$ cat src/rtl/cache_port_arbiter.sv
// cache_port_arbiter: shares the single access port of the write-back cache
// among NREQ requesters. Round-robin grant, one transaction in flight at a
// time, response routed back to the granted requester only. A watchdog
// converts a cache that never completes into an error response.
module cache_port_arbiter #(
    parameter int NREQ    = 2,
    parameter int ADDR_W  = 32,
    parameter int DATA_W  = 32,
    parameter int TIMEOUT = 255
) (
    input  logic                     clk,
    input  logic                     reset,
    // requester side
    input  logic [NREQ-1:0]          req_valid,
    output logic [NREQ-1:0]          req_ready,
    input  logic [NREQ*ADDR_W-1:0]   req_addr,
    input  logic [NREQ-1:0]          req_write,
    input  logic [NREQ*DATA_W-1:0]   req_wdata,
    output logic [NREQ-1:0]          rsp_valid,
    output logic [DATA_W-1:0]        rsp_rdata,
    output logic                     rsp_hit,
    output logic                     rsp_err,
    // cache side
    output logic                     c_valid,
    input  logic                     c_ready,
    output logic [ADDR_W-1:0]        c_addr,
    output logic                     c_write,
    output logic [DATA_W-1:0]        c_wdata,
    input  logic                     c_rsp_valid,
    input  logic [DATA_W-1:0]        c_rdata,
    input  logic                     c_hit
);

    localparam int PTR_W = (NREQ > 1) ? $clog2(NREQ) : 1;
    localparam int TMR_W = $clog2(TIMEOUT + 1);

    typedef enum logic [1:0] {
        IDLE,
        ISSUE,
        WAIT,
        RESP
    } state_t;

    state_t             state;
    logic [PTR_W-1:0]   ptr;        // requester with highest priority next time
    logic [PTR_W-1:0]   gnt;        // requester owning the in-flight transaction
    logic [TMR_W-1:0]   timer;      // WAIT cycles elapsed

    logic               grant_any;
    logic [PTR_W-1:0]   grant_idx;
    logic [NREQ-1:0]    grant;
    logic [NREQ-1:0]    gnt_onehot;

    // Round-robin pick: first valid requester scanning ptr, ptr+1, ... mod NREQ.
    always_comb begin
        int idx;
        // NOTE: every variable gets a default before the loop so no path
        // leaves it unassigned; otherwise synthesis would infer a latch.
        idx       = 0;
        grant_any = 1'b0;
        grant_idx = '0;
        for (int i = 0; i < NREQ; i++) begin
            idx = int'(ptr) + i;
            if (idx >= NREQ) idx = idx - NREQ;
            if (!grant_any && req_valid[idx]) begin
                grant_any = 1'b1;
                grant_idx = PTR_W'(idx);
            end
        end
    end

    assign grant      = grant_any ? (NREQ'(1) << grant_idx) : '0;
    assign gnt_onehot = NREQ'(1) << gnt;

    // Accept is offered only while idle and never while reset is held.
    assign req_ready = (state == IDLE && !reset) ? grant : '0;

    // Transaction sequencer: accept, issue to cache, wait with watchdog, respond.
    always_ff @(posedge clk or posedge reset) begin
        if (reset) begin
            state     <= IDLE;
            ptr       <= '0;
            gnt       <= '0;
            timer     <= '0;
            rsp_valid <= '0;
            rsp_rdata <= '0;
            rsp_hit   <= 1'b0;
            rsp_err   <= 1'b0;
            c_valid   <= 1'b0;
            c_addr    <= '0;
            c_write   <= 1'b0;
            c_wdata   <= '0;
        end else begin
            // NOTE: state is updated with non-blocking assignments so every
            // register samples the pre-edge values, independent of ordering.
            rsp_valid <= '0;
            case (state)
                IDLE: begin
                    if (grant_any) begin
                        c_addr  <= req_addr[grant_idx*ADDR_W +: ADDR_W];
                        c_write <= req_write[grant_idx];
                        c_wdata <= req_wdata[grant_idx*DATA_W +: DATA_W];
                        gnt     <= grant_idx;
                        c_valid <= 1'b1;
                        state   <= ISSUE;
                    end
                end
                ISSUE: begin
                    // No watchdog here: a busy cache may stall acceptance freely.
                    if (c_ready) begin
                        c_valid <= 1'b0;
                        timer   <= '0;
                        state   <= WAIT;
                    end
                end
                WAIT: begin
                    // timer + 1 never exceeds TIMEOUT, so it cannot wrap.
                    timer <= timer + 1'b1;
                    if (c_rsp_valid) begin
                        // A completion in the timeout cycle still counts as good.
                        rsp_rdata <= c_rdata;
                        rsp_hit   <= c_hit;
                        rsp_err   <= 1'b0;
                        rsp_valid <= gnt_onehot;
                        state     <= RESP;
                    end else if (timer == TMR_W'(TIMEOUT - 1)) begin
                        rsp_rdata <= '0;
                        rsp_hit   <= 1'b0;
                        rsp_err   <= 1'b1;
                        rsp_valid <= gnt_onehot;
                        state     <= RESP;
                    end
                end
                RESP: begin
                    ptr   <= (gnt == PTR_W'(NREQ - 1)) ? '0 : gnt + 1'b1;
                    state <= IDLE;
                end
                default: state <= IDLE;
            endcase
        end
    end

endmodule

$ cat config.mk
export PLATFORM = sky130hd
export DESIGN_NAME = cache_port_arbiter
export DESIGN_NICKNAME = d
export VERILOG_FILES = /design/src/rtl/cache_port_arbiter.sv
export SDC_FILE = /design/constraint.sdc
export NUM_CORES = 1
export LEC_CHECK = 0
export ABC_AREA = 1
export CORE_ASPECT_RATIO = 1.4
export CORE_UTILIZATION = 30
export CTS_CLUSTER_SIZE = 40
export DETAILED_ROUTE_END_ITERATION = 6
export PLACE_DENSITY_LB_ADDON = 0.15
export SYNTH_ARGS = -nofsm -noshare
export SYNTH_HDL_FRONTEND = slang
export SYNTH_SLANG_ARGS = --single-unit
$ cat constraint.sdc
create_clock -name clk -period 11.2 [get_ports clk]
set_input_delay 2.24 -clock clk [delete_from_list [all_inputs] [get_ports clk]]
set_output_delay 2.24 -clock clk [all_outputs]
set_load 0.01 [all_outputs]
==> Yosys cells after proc, flatten, opt, wreduce, memory -nomap -nowiden <==
Cells that the tools add are included.
{ "word_totals": {"register_bits": 114, "input_bits": 169, "elab_cells": 82} }
{ "classes": {"n_addsub": 5, "n_lt_le_gt_ge": 5, "eq_ne": 7, "shift": 4, "mux": 36, "reduce_logical": 13} }
{ "ops": {"columns": ["op", "count"], "rows": [
  ["$mux W32", 4],
  ["$shiftx A64 B7 Y32", 2],
  ["$lt A32 B3 Y1 const B", 2],
  ["$mux W1", 19],
  ["$mux W2", 9],
  ["$pmux W8 S2", 1],
  ["$add A8 B1 Y8 const B", 1],
  ["$eq A8 B8 Y1 const B", 1],
  ["$mux W8", 1],
  ["$pmux W2 S4", 1],
  ["$reduce_and A2 Y1", 3],
  ["$reduce_and A3 Y1", 2],
  ["$reduce_bool A2 Y1", 3],
  ["$eq A2 B2 Y1 const B", 2],
  ["$ne A2 B2 Y1 const B", 2],
  ["$shl A1 B1 Y2 const A", 2],
  ["$ne A3 B3 Y1 const B", 1],
  ["$sub A1 B2 Y3 const B", 1],
  ["$sub A2 B2 Y3 const B", 1],
  ["$add A1 B1 Y2 const B", 1],
  ["$eq A2 B1 Y1 const B", 1],
  ["$ge A1 B2 Y1 const B", 1],
  ["$ge A2 B2 Y1 const B", 1],
  ["$logic_and A1 B1 Y1", 2],
  ["other kinds (5)", 6]
]} }

==> Depth between registers and ports, before layout <==
{ "logic_depth": {"ltp_word": 12, "ltp_mapped": 10, "depth_no_buf": 9} }

==> Worst setup path after synthesis <==
Ideal clock, no wire load.
{ "synth_timing": {"path_type": "input port to output port", "startpoint": "input reset", "endpoint": "output req_ready[0]", "arrival_ps": 4959, "t_required_ps": 8960, "path_slack_ps": 4001, "stages": 3, "n_path_buf": 0, "cell_sequence": "inv_1 -> nand3_1 -> inv_1"} }
{ "synth_between": {"elab_chain_cells": 3} }
{ "synth_lines": {"columns": ["element", "line_no", "source"], "rows": [
  ["start, declared", "12", "input logic reset,"],
  ["$logic_not A1 Y1 (no line)", null, null],
  ["$logic_and A1 B1 Y1", "76", "assign req_ready = (state == IDLE && !reset) ? grant : '0;"],
  ["$mux W2", "76", null],
  ["end, declared", "15", "output logic [NREQ-1:0] req_ready,"]
]} }
Every way passes these cells.

==> Worst setup path after layout <==
{ "layout_timing": {"startpoint": "input req_valid[0]", "endpoint": "output req_ready[0]"} }
{ "layout_between": {"elab_chain_cells": 10} }
{ "layout_lines": {"columns": ["element", "line_no", "source"], "rows": [
  ["start, declared", "14", "input logic [NREQ-1:0] req_valid,"],
  ["$mux W1 (not written as such) (3 in a row)", "65", "if (!grant_any && req_valid[idx]) begin"],
  ["$mux W1", "65", null],
  ["$logic_not A1 Y1", "65", null],
  ["$logic_and A1 B1 Y1", "65", null],
  ["$mux W1", "65", null],
  ["$shl A1 B1 Y2", "72", "assign grant = grant_any ? (NREQ'(1) << grant_idx) : '0;"],
  ["$mux W2 *", "72", null],
  ["$mux W2 *", "76", null]
]} }
Every way passes the cells marked *; elsewhere a longest branch is shown, timed or not. The select of a mux whose other input is x is not followed.

==> run_results.csv <==
group,metric,value,unit
timing,slew_viol_final,0,
hold_path,hold_path.class,"register to register",
synthesis,ys_seq_area_frac,0.504,
synthesis,synth_top_cell_by_area,"dfrtp_1",
global_route,antenna_found_initial,0,
drt,wl_per_cell,14.4,um
worst_setup_path,r2r_end,"c_addr[21]",
clock_tree,numCtsBuffers,17,
place,hpwl,11100,um
finish,fillers,1738,
die,rows,59,
clock_tree,cts.path.max_buffers,2,
worst_setup_path,cp_data_arrival_time,5.06,ns
synthesis,netlist_instances,617,
timing,finalCritPeriodShare,0.652,
power_and_ir_drop,power.leakage,0.00404,uW
timing,relSlewSlack,0.339,
global_route,grt_max_degree,68,
drt,firstDrtPassIters,4,
worst_setup_path,required,8.96,ns
clock_tree,clock_latency,0.41,ns
place,gp_congestion,0.762,
synthesis,async_flop_share,1.00,
timing,fmax,137,MHz
drt,vias_per_cell,4.40,
global_route,grt_use_total,0.173,
synthesis,synth_edf_count,0,
synthesis,syn_nets,793,
clock_tree,cts_root_buffer,"clkbuf_16",
synthesis,yosys_register_bits,114,
finish,final_core_util,0.486,
timing,setup_viol,0,
finish,nNetsFinal,1051,
timing,worst_pin_slew,0.992,ns
global_route,grt_overflow,0,
clock_tree,cts_tree,"done",
worst_setup_path,endpoint,"req_ready[0]",
worst_setup_path,r2r_cells,6,
power_and_ir_drop,p_per_area,252,nW/um^2
die,ios,273,
timing,setup_tns,0,ns
timing,clock_skew,0.00877,ns
synthesis,synthTopCellsByArea,"dfrtp_1 50%, nand2_1 17%, o211ai_2 8.8%, o211ai_1 3.3%, or2_2 2.9%",
finish,area_delta_synth_final,59.0,%
drt,first_iter_violations,204,
worst_setup_path,start_kind,"primary input",
die,start_util,0.306,
drt,wl,16300,um
synthesis,yosysWarnings,0,
worst_setup_path,crit_type,"primary input to output pin",
worst_setup_path,crit_start,"req_valid[0]",
job,cap_violations,0,
finish,seqCellArea,2850,um^2
clock_tree,clk_pin_slew,0.05,ns
place,io_buffers,272,
power_and_ir_drop,ir_worst_vdd,0.000112,V
clock_tree,cts_resized,0,
die,die_h,165,um
drt,ant_nets,0,
place,post-place-cells,1100,
worst_setup_path,critPathMaxFanout,67,
finish,final_cells,1132,
timing,rsz0062_at_grt,"false",
global_route,grt_pass1_vias,5030,
synthesis,yosysUniqueCellTypes,31,
synthesis,synth_most_common_cell,"nand2_1",
finish,multi_input_area,2440,um^2
die,fp.dieW,118,um
timing,min_period,7.30,ns
worst_setup_path,crit_path_end_kind,"output pin",
finish,final_area,9000,um^2
die,die-area,19400,um^2
finish,num_antenna_cells,0,
global_route,grt_pass1_wl,26000,um
die,coreArea,18500,um^2
drt,drc,0,
synthesis,synthTopCellsByCount,"258 x nand2_1, 114 x dfrtp_1, 40 x o211ai_2, 26 x or2_2, 25 x o211ai_1",
clock_tree,cts_setup_buffers,0,
clock_tree,cts_sinks,114,
clock_tree,ctsHoldBuffers,0,
clock_tree,htreeDepth,4,
drt,vias,4982,
outcome,status,"finished clean",
synthesis,synth_top_area_frac,0.504,
worst_setup_path,r2r_slack,8.54,ns
timing,hold_viol,0,
synthesis,netlist_area,5660,um^2
place,post_dp_cell_area,8430,um^2
worst_setup_path,reg2reg_from,"state[0]",
finish,drive_gt1_frac,0.128,
synthesis,ys.flop_type,"dfrtp_1",
hold_path,hold_start,"gnt",
synthesis,syn_avg_cell_area,9.18,um^2
layer usage:
| metal | vias up | global-route usage | part of all wire |
|---|---|---|---|
| li1 | 2501 | - | - |
| met1 | 2277 | 0.199 | 0.41 |
| met2 | 185 | 0.299 | 0.50 |
| met3 | 19 | 0.0559 | 0.074 |
| met4 | 0 | 0.0676 | 0.017 |
| met5 | - | 0 | 0 |
cell usage in the layout (no fill, tap or decap), types with 2 or more instances in the layout:
cell type and count:
nand3_1 9, nand2_2 2, or2_0 17, ha_1 7
o211ai_2 40, nand4_1 4, or2_2 26, inv_6 7
buf_4 2, inv_2 2, or2_1 24, dfrtp_1 114
inv_4 2, clkinv_4 2, clkbuf_16 17, nand2_1 258
a21oi_1 4, nand2_4 4, clkdlybuf4s50_1 272, clkinvlp_4 3
o211ai_1 25, o21ai_0 5, inv_1 19, nor2_1 12
critical path, cell delays in order:
cell and delay (ns):
clkdlybuf4s50_1 0.52, nand2_1 0.10, nand3_2 0.10, nand2_4 0.37, inv_4 0.87, nand3_1 0.14, inv_1 0.09, clkdlybuf4s50_1 0.54
through the flow:
stage	setup WS [ns]	power (uW)	hold slack, ns
finish	3.90	2270	0.434
global route	3.66	2440	0.478
CTS	3.80	2310	0.434
detailed placement	3.80	1770	0.412
global placement	3.81	1770	0.423
floorplan	4.00	1260	0.402
power by group:
part / switching [uW] / internal [uW]
sequential: 100 / 606
combinational: 521 / 517
clock: 213 / 311
total: 834 / 1430
kinds of logic after synthesis:
logic type,synth area share
buf+inv,0.0654
fa+ha+maj,0.0155
compound gates,0.135
simple gates,0.281
flops,0.504
registers in the layout, indices dropped and copies added, names as in the netlist:
name,count
c_valid,1
c_addr,32
gnt,1
timer,8
c_wdata,32
c_write,1
rsp_rdata,32
rsp_err,1
ptr,1
rsp_valid,2
rsp_hit,1
state,2
how the worst min path moves through the flow:
| stage | to | slack, ns | cells after the start |
|---|---|---|---|
| after global placement | rsp_valid[0] | 0.42 | 1 |
| after detailed placement | rsp_valid[0] | 0.41 | 1 |
| after floorplan | rsp_valid[0] | 0.40 | 1 |
| final | rsp_valid[0] | 0.43 | 1 |
| after CTS | rsp_valid[0] | 0.43 | 1 |
| after global routing | rsp_valid[0] | 0.48 | 1 |
cell type report:
type                    instances  share of cell area
well taps                     244              0.0339
clock buffers                  17              0.0472
clock inverters                15              0.0164
multi-input cells             444               0.271
inverters                      24              0.0106
flip-flops and latches        114               0.317
repair buffers                274               0.304
(Power assumes the default switching activity.)
